===== src/rtl/sevseg_scan_decoder.sv =====
// Snoops a multiplexed active-low 4-digit seven-segment bus and rebuilds the 16-bit hex frame.
// Optional saturating error counter output err_count enabled by defining SEVSEG_ERR_CNT_EN.
module sevseg_scan_decoder #(
    parameter int unsigned STABLE_CYCLES = 4
) (
    input  logic        clk,
    input  logic        rst_n,
    input  logic [6:0]  seg_n,
    input  logic [3:0]  an_n,
    output logic [15:0] frame_data,
    output logic        frame_valid,
    output logic        digit_err,
    output logic [1:0]  err_digit
`ifdef SEVSEG_ERR_CNT_EN
    ,
    output logic [7:0]  err_count
`endif
);

    localparam logic [1:0] CHANGING = 2'd0;
    localparam logic [1:0] COUNTING = 2'd1;
    localparam logic [1:0] HELD     = 2'd2;

    localparam logic [7:0] CAP_CNT = 8'(STABLE_CYCLES - 1);

    logic [10:0] syncA;
    logic [10:0] syncB;
    logic [10:0] heldPat;
    logic [10:0] heldPatNext;
    logic [7:0]  cnt;
    logic [7:0]  cntNext;
    logic [1:0]  state;
    logic [1:0]  stateNext;
    logic        capture;

    logic [1:0]  digitIdx;
    logic        anOneHot;
    logic        decValid;
    logic [3:0]  decNibble;
    logic        captureOk;
    logic        captureErr;

    logic [15:0] shadow;
    logic [15:0] shadowNext;
    logic [3:0]  seen;
    logic [3:0]  seenNext;

    function automatic logic [4:0] decodeSeg(input logic [6:0] segOn);
        case (segOn)
            7'h3F:   decodeSeg = {1'b1, 4'h0};
            7'h06:   decodeSeg = {1'b1, 4'h1};
            7'h5B:   decodeSeg = {1'b1, 4'h2};
            7'h4F:   decodeSeg = {1'b1, 4'h3};
            7'h66:   decodeSeg = {1'b1, 4'h4};
            7'h6D:   decodeSeg = {1'b1, 4'h5};
            7'h7D:   decodeSeg = {1'b1, 4'h6};
            7'h07:   decodeSeg = {1'b1, 4'h7};
            7'h7F:   decodeSeg = {1'b1, 4'h8};
            7'h6F:   decodeSeg = {1'b1, 4'h9};
            7'h77:   decodeSeg = {1'b1, 4'hA};
            7'h7C:   decodeSeg = {1'b1, 4'hB};
            7'h39:   decodeSeg = {1'b1, 4'hC};
            7'h5E:   decodeSeg = {1'b1, 4'hD};
            7'h79:   decodeSeg = {1'b1, 4'hE};
            7'h71:   decodeSeg = {1'b1, 4'hF};
            default: decodeSeg = 5'h00;
        endcase
    endfunction

    always_ff @(posedge clk or negedge rst_n) begin
        if (!rst_n) begin
            syncA <= '1;
            syncB <= '1;
        end else begin
            syncA <= {an_n, seg_n};
            syncB <= syncA;
        end
    end

    // A change always reloads; otherwise count until the capture edge, then park in HELD.
    always_comb begin
        stateNext   = state;
        cntNext     = cnt;
        heldPatNext = heldPat;
        capture     = 1'b0;
        if (syncB != heldPat) begin
            stateNext   = CHANGING;
            heldPatNext = syncB;
            cntNext     = 8'd1;
        end else if (state != HELD) begin
            cntNext = cnt + 8'd1;
            if (cnt == CAP_CNT) begin
                capture   = 1'b1;
                stateNext = HELD;
            end else begin
                stateNext = COUNTING;
            end
        end
    end

    always_ff @(posedge clk or negedge rst_n) begin
        if (!rst_n) begin
            state   <= CHANGING;
            cnt     <= '0;
            heldPat <= '1;
        end else begin
            state   <= stateNext;
            cnt     <= cntNext;
            heldPat <= heldPatNext;
        end
    end

    always_comb begin
        digitIdx = 2'd0;
        anOneHot = 1'b1;
        case (syncB[10:7])
            4'b1110: digitIdx = 2'd0;
            4'b1101: digitIdx = 2'd1;
            4'b1011: digitIdx = 2'd2;
            4'b0111: digitIdx = 2'd3;
            default: anOneHot = 1'b0;
        endcase
    end

    assign {decValid, decNibble} = decodeSeg(~syncB[6:0]);
    assign captureOk  = capture & anOneHot & decValid;
    assign captureErr = capture & anOneHot & ~decValid;

    always_comb begin
        shadowNext = shadow;
        shadowNext[{digitIdx, 2'b00} +: 4] = decNibble;
        seenNext = seen | (4'b0001 << digitIdx);
    end

    always_ff @(posedge clk or negedge rst_n) begin
        if (!rst_n) begin
            shadow      <= '0;
            seen        <= '0;
            frame_data  <= '0;
            frame_valid <= 1'b0;
            digit_err   <= 1'b0;
            err_digit   <= '0;
        end else begin
            frame_valid <= 1'b0;
            digit_err   <= 1'b0;
            if (captureOk) begin
                shadow <= shadowNext;
                if (seenNext == 4'hF) begin
                    frame_data  <= shadowNext;
                    frame_valid <= 1'b1;
                    seen        <= '0;
                end else begin
                    seen <= seenNext;
                end
            end else if (captureErr) begin
                digit_err <= 1'b1;
                err_digit <= digitIdx;
                seen      <= '0;
            end
        end
    end

`ifdef SEVSEG_ERR_CNT_EN
    always_ff @(posedge clk or negedge rst_n) begin
        if (!rst_n) begin
            err_count <= '0;
        end else if (captureErr && (err_count != 8'hFF)) begin
            err_count <= err_count + 8'd1;
        end
    end
`endif

endmodule


===== config.mk =====
export PLATFORM = sky130hd
export DESIGN_NAME = sevseg_scan_decoder
export DESIGN_NICKNAME = d
export VERILOG_FILES = /design/src/rtl/sevseg_scan_decoder.sv
export SDC_FILE = /design/constraint.sdc
export NUM_CORES = 1
export LEC_CHECK = 0
export ABC_AREA = 0
export CELL_PAD_IN_SITES_DETAIL_PLACEMENT = 0
export CELL_PAD_IN_SITES_GLOBAL_PLACEMENT = 1
export CORE_MARGIN = 5
export CORE_UTILIZATION = 47
export DETAILED_ROUTE_END_ITERATION = 8
export GPL_ROUTABILITY_DRIVEN = 0
export PLACE_DENSITY_LB_ADDON = 0.08
export SYNTH_ARGS = -nofsm -noshare
export SYNTH_HDL_FRONTEND = slang
export SYNTH_SLANG_ARGS = --single-unit

===== constraint.sdc =====
create_clock -name clk -period 4.3 [get_ports clk]
set_input_delay 0.645 -clock clk [delete_from_list [all_inputs] [get_ports clk]]
set_output_delay 0.645 -clock clk [all_outputs]
set_load 0.005 [all_outputs]

* Yosys cells after proc, flatten, opt, wreduce, memory -nomap -nowiden
Index checks and enable logic that the tools add are counted.
Widths: inputs -> output; s select.
** Word-level totals
- Memory bits (read-only) :: 0
- Memories kept :: 0
- Word-level logic and storage cells :: 71
- Register bits after elaboration :: 83
- Bits in writable memories :: 0
- Latch bits :: 0
** Cells by class
- Bitwise gates (word level) :: 7
- $mul :: 0
- Shift operators :: 3
- $add $sub $neg :: 2
- Order comparisons :: 0
- Eq/ne operators :: 24
- Mux-type cells :: 19
- Div/mod/pow operators :: 0
- Reduce and logical (&&, ||, !) cells :: 5
** Operators with widths (number)
- $eq 7x7->1 const B :: 12
- $pmux 5 s16 :: 1
- $bwmux 16 :: 1
- $eq 4x4->1 const B :: 4
- $mux 8 :: 2
- $shift 4x6->16 const A :: 1
- $shiftx 4x6->16 :: 1
- $eq 7x3->1 const B :: 2
- $eq 7x6->1 const B :: 2
- $mux 4 :: 3
- $ne 11x11->1 :: 1
- $add 8x1->8 const B :: 1
- $eq 8x2->1 const B :: 1
- $mux 1 :: 8
- $not 7->7 :: 1
- $mux 2 :: 3
- $neg 4->6 :: 1
- $pmux 2 s3 :: 1
- $eq 4x3->1 const B :: 1
- $or 4x4->4 :: 1
- $reduce_and 2->1 :: 2
- $reduce_bool 2->1 :: 2
- $reduce_or 4->1 :: 1
- $shl 1x2->4 const A :: 1
- other kinds (3) :: 6

* Logic depth before layout (Yosys ltp)
- Depth in word-level cells :: 8
- Mapped depth :: 11
- Mapped depth without buffers :: 9

* Least setup slack after synthesis
Ideal clock, no wire load.
- Path kind :: register to register
- Start :: reg syncB[10]
- End :: reg err_digit[0]
- Clock period less this slack :: 2.517 ns
- Path buffers :: 2
- Arrival time :: 2.392 ns
- Stages on the path, launching flop included :: 9
- Slack :: 1.783 ns
- Library setup time :: 0.125 ns
- Cell sequence :: dfstp_2 buf_2 xnor2_2 nand4_1 or3_1 buf_4 nor4_4 nor2b_1 mux2_2
** On the way
- Cells in the longest elaborated chain, start to end :: 7
- Elaborated cells on any way between the ends :: 14
** RTL lines
- start, declared :: line 27 : logic [10:0] syncB;
- start signal, assigned :: line 76 : syncB <= syncA;
- $eq 4x3->1 or $eq 4x4->1 (tied branches) :: line 116 : case (syncB[10:7])
- $reduce_or 4->1 (no source line)
- $mux 1 :: line 116
- $and 1x1->1 :: line 126, 127
- $and 1x1->1 :: line 126 : assign captureOk = capture & anOneHot & decValid;
- $not 1->1 (no source line)
- $reduce_and 2->1 (no source line)
- end signal, assigned :: line 157 : err_digit <= digitIdx;
- end, declared :: line 13 : output logic [1:0] err_digit
Parallel ways exist; a longest one is shown, timed or not.
A chain may end at the register's enable or synchronous reset.

* Final worst setup path
- Start :: reg syncB[3]
- End :: reg shadow[13]
** On the way
- Cells in the longest elaborated chain, start to end :: 5
- Elaborated cells on any way between the ends :: 24
** RTL lines
- $not 7->7 :: line 125 : assign {decValid, decNibble} = decodeSeg(~syncB[6:0]);
- $eq 7x7->1, or another cell as far along :: line 49 : case (segOn)
- $pmux 5 s16 :: line 49
- $shiftx 4x6->16 :: line 131 : shadowNext[{digitIdx, 2'b00} +: 4] = decNibble;
- $bwmux 16 :: line 131
- end signal, assigned :: line 147 : shadow <= shadowNext;
- end, declared :: line 43 : logic [15:0] shadow;
Parallel ways exist; a longest one is shown, timed or not.

==> impl_metrics.json <==
{
  "clkSinkCount": 83,
  "drc": 0,
  "worstSetupStartpointType": "register",
  "synth_cells": 337,
  "clkTransAtPathRegs_ps": 90,
  "row_count": 32,
  "setup_ws_ps": 1410,
  "fin_tns_setup_ps": 0,
  "fin_crit_ps": 2890,
  "drive_gt1_share_pct": 17.5,
  "ys_seq_area_share_pct": 56.4,
  "synthAdderAreaFrac_pct": 1.67,
  "grt_remaining_overflow": 0,
  "place_hpwl_um": 4630,
  "syn_nets": 355,
  "avgSynthCellArea_um2": 11.1,
  "status": "complete, no violations",
  "period_share_pct": 67.3,
  "cp.arrival_ps": 3130,
  "hold_violations": 0,
  "end_kind": "register",
  "cts_tree": "done",
  "multi_input_area_um2": 1490,
  "critical_path_peak_fanout": 16,
  "htreeDepth": 3,
  "initial_core_util_pct": 48.3,
  "die_width_um": 99.4,
  "pwr-share-clk_pct": 42.3,
  "synth-edff-count": 0,
  "cts_max_path_buffers": 2,
  "yosys.area_share.simple_pct": 19.7,
  "pwr-share-comb_pct": 4.9,
  "syn_to_final_growth_pct": 15.5,
  "clock_tree.root_cell": "clkbuf_8",
  "clock_latency_ps": 360,
  "synth_top_family_by_area": "simple AND/OR/NAND/NOR gates",
  "io_pins": 33,
  "slew_viol_final": 0,
  "syn_area_um2": 3750,
  "yosys.area.top_type": "dfrtp_1",
  "power_density_nw_per_um2": 363,
  "hold_class": "register to register",
  "yosysUniqueCellTypes": 49,
  "cap_violations": 0,
  "internal_power_uw": 1230,
  "grt_util_all_layers_pct": 15.3,
  "drt_iter0_markers": 91,
  "nNetsFinal": 373,
  "ant_nets": 0,
  "portBuffers": 32,
  "cp.required_ps": 4540,
  "relSlewSlack_pct": 32.6,
  "finalClockSkew_ps": 17.5,
  "vias": 2505,
  "synth_mux_area_share_pct": 1.67,
  "synthXorXnorAreaFrac_pct": 5.50,
  "worst_slew_pin_slew_ps": 1010,
  "vias_per_cell": 5.42,
  "leakage_uw": 0.00193,
  "grt_max_degree": 84,
  "cts_resized": 0,
  "max_freq_mhz": 345,
  "setup_viol": 0,
  "post_cts_buffers": 0,
  "switchingPower_uw": 343,
  "synth_flop_cell": "dfrtp_1",
  "pre_cts_slack_ps": 1400,
  "cts_hold_buf": 0,
  "seq_power_share_pct": 52.8,
  "mostFrequentLayoutCell": "dfrtp_1",
  "grt_pass1_wl_um": 11900,
  "antenna_found_initial": 0,
  "layout_common_cells": "dfrtp_1, dfstp_2, clkdlybuf4s50_1",
  "rsz0062_at_grt": "no",
  "nFillCells": 669,
  "synth-compound-area-share_pct": 10.9,
  "numCtsBuffers": 9,
  "seq_area_um2": 2120,
  "path_class": "register to register",
  "async_reset_ff_share_pct": 100,
  "synth_top_area_share_pct": 33.3,
  "synth.area.top_cells": "dfrtp_1, dfstp_2, nor2b_1, o21ai_0, nand2_1",
  "die_y_um": 99.4,
  "core_um2": 7770,
  "die-area_um2": 9870,
  "yosys_warnings": 0,
  "synth_seq_cells": 83,
  "wire_per_inst_um": 15.0,
  "drt_first_pass_iters": 4,
  "switching_share_pct": 21.8,
  "power.total_uw": 1570,
  "drt_wl_total_um": 6930,
  "num_antenna_cells": 0,
  "peakVddDrop_uv": 221,
  "grt_pass1_vias": 2438
}
==> cell usage after synthesis (3+ instances only) <==
cell,instances
nand3_1,5
nor2_1,18
a221o_1,4
a21oi_1,14
xor2_1,8
clkbuf_1,21
nand2b_1,4
xnor2_2,3
o21ai_0,21
nor2b_1,20
a2bb2oi_1,4
and3_1,11
inv_1,8
mux2i_1,4
ha_1,5
nor3_1,5
nand2_1,25
and2_1,3
nand4_1,5
nor4b_1,4
dfrtp_1,50
xnor2_1,10
nor3b_1,6
a211o_1,9
dfstp_2,33
==> layer usage <==
metal,global-route usage [%],vias to the layer above,part of all wire [%]
li1,-,1205,-
met1,20.6,1228,48
met2,23.2,52,45
met3,3.79,20,4.0
met4,7.56,0,2.7
met5,0,-,0
==> metrics by stage <==
stage / utilization, % / cells / hold WS (ps) / cell area [um^2]
2_1_floorplan: - / 337 / 345 / 3750
5_1_grt: 55.8 / 462 / 358 / 4340
6_report: 55.8 / 462 / 345 / 4340
4_1_cts: 55.8 / 462 / 347 / 4340
3_3_place_gp: 52.7 / 446 / 346 / 4090
3_5_place_dp: 52.7 / 446 / 347 / 4090
==> sequential cells by signal, summed over array words and instances, names as in the netlist, 2 cells and up <==
register    flops
heldPat        11
state           2
syncA          11
frame_data     16
cnt             8
err_digit       2
syncB          11
seen            4
shadow         16
==> power by group through the flow <==
stage                     clock network [uW]  registers [uW]  logic [uW]
after floorplan                            0             831        55.9
after global placement                     0             844        78.1
after detailed placement                   0             845        78.8
after CTS                                688             831        79.2
after global routing                     721             834        87.0
final                                    666             831        76.6
==> path summary, 6_finish.rpt <==
| kind | start | endpoint | slack [ps] | depth (start not counted) |
|---|---|---|---|---|
| worst max-delay path | syncB[3] | shadow[13] | 1410 | 6 |
| worst min-delay path | syncA[8] | syncB[8] | 340 | 0 |
| worst max register to register | syncB[3] | shadow[13] | 1410 | 6 |
| worst min register to register | syncA[8] | syncB[8] | 340 | 0 |
| max in group asynchronous | rst_n | seen[3] | 3190 | 1 |
| min in group asynchronous | rst_n | cnt[7] | 460 | 1 |
==> critical path, cell delays in order (launching register included) <==
cell and delay, ps:
dfstp_2 720, xnor2_2 150, nand4_1 120, or3_1 580, nor4_4 570, nand2_4 250
a221o_1 400
==> area by class of cell <==
cell class | count | share of cell area [%]
flip-flops and latches | 83 | 48.9
multi-input cells | 219 | 34.3
repair buffers | 34 | 7.68
clock buffers | 10 | 2.94
well taps | 102 | 2.94
clock inverters | 6 | 2.63
inverters | 8 | 0.693
==> cell families after synthesis <==
group           Yosys count
simple gates            125
flops                    83
compound gates           62
buf+inv                  35
xor+xnor                 21
mux                       6
fa+ha+maj                 5
Power figures use the tool's default switching activity.
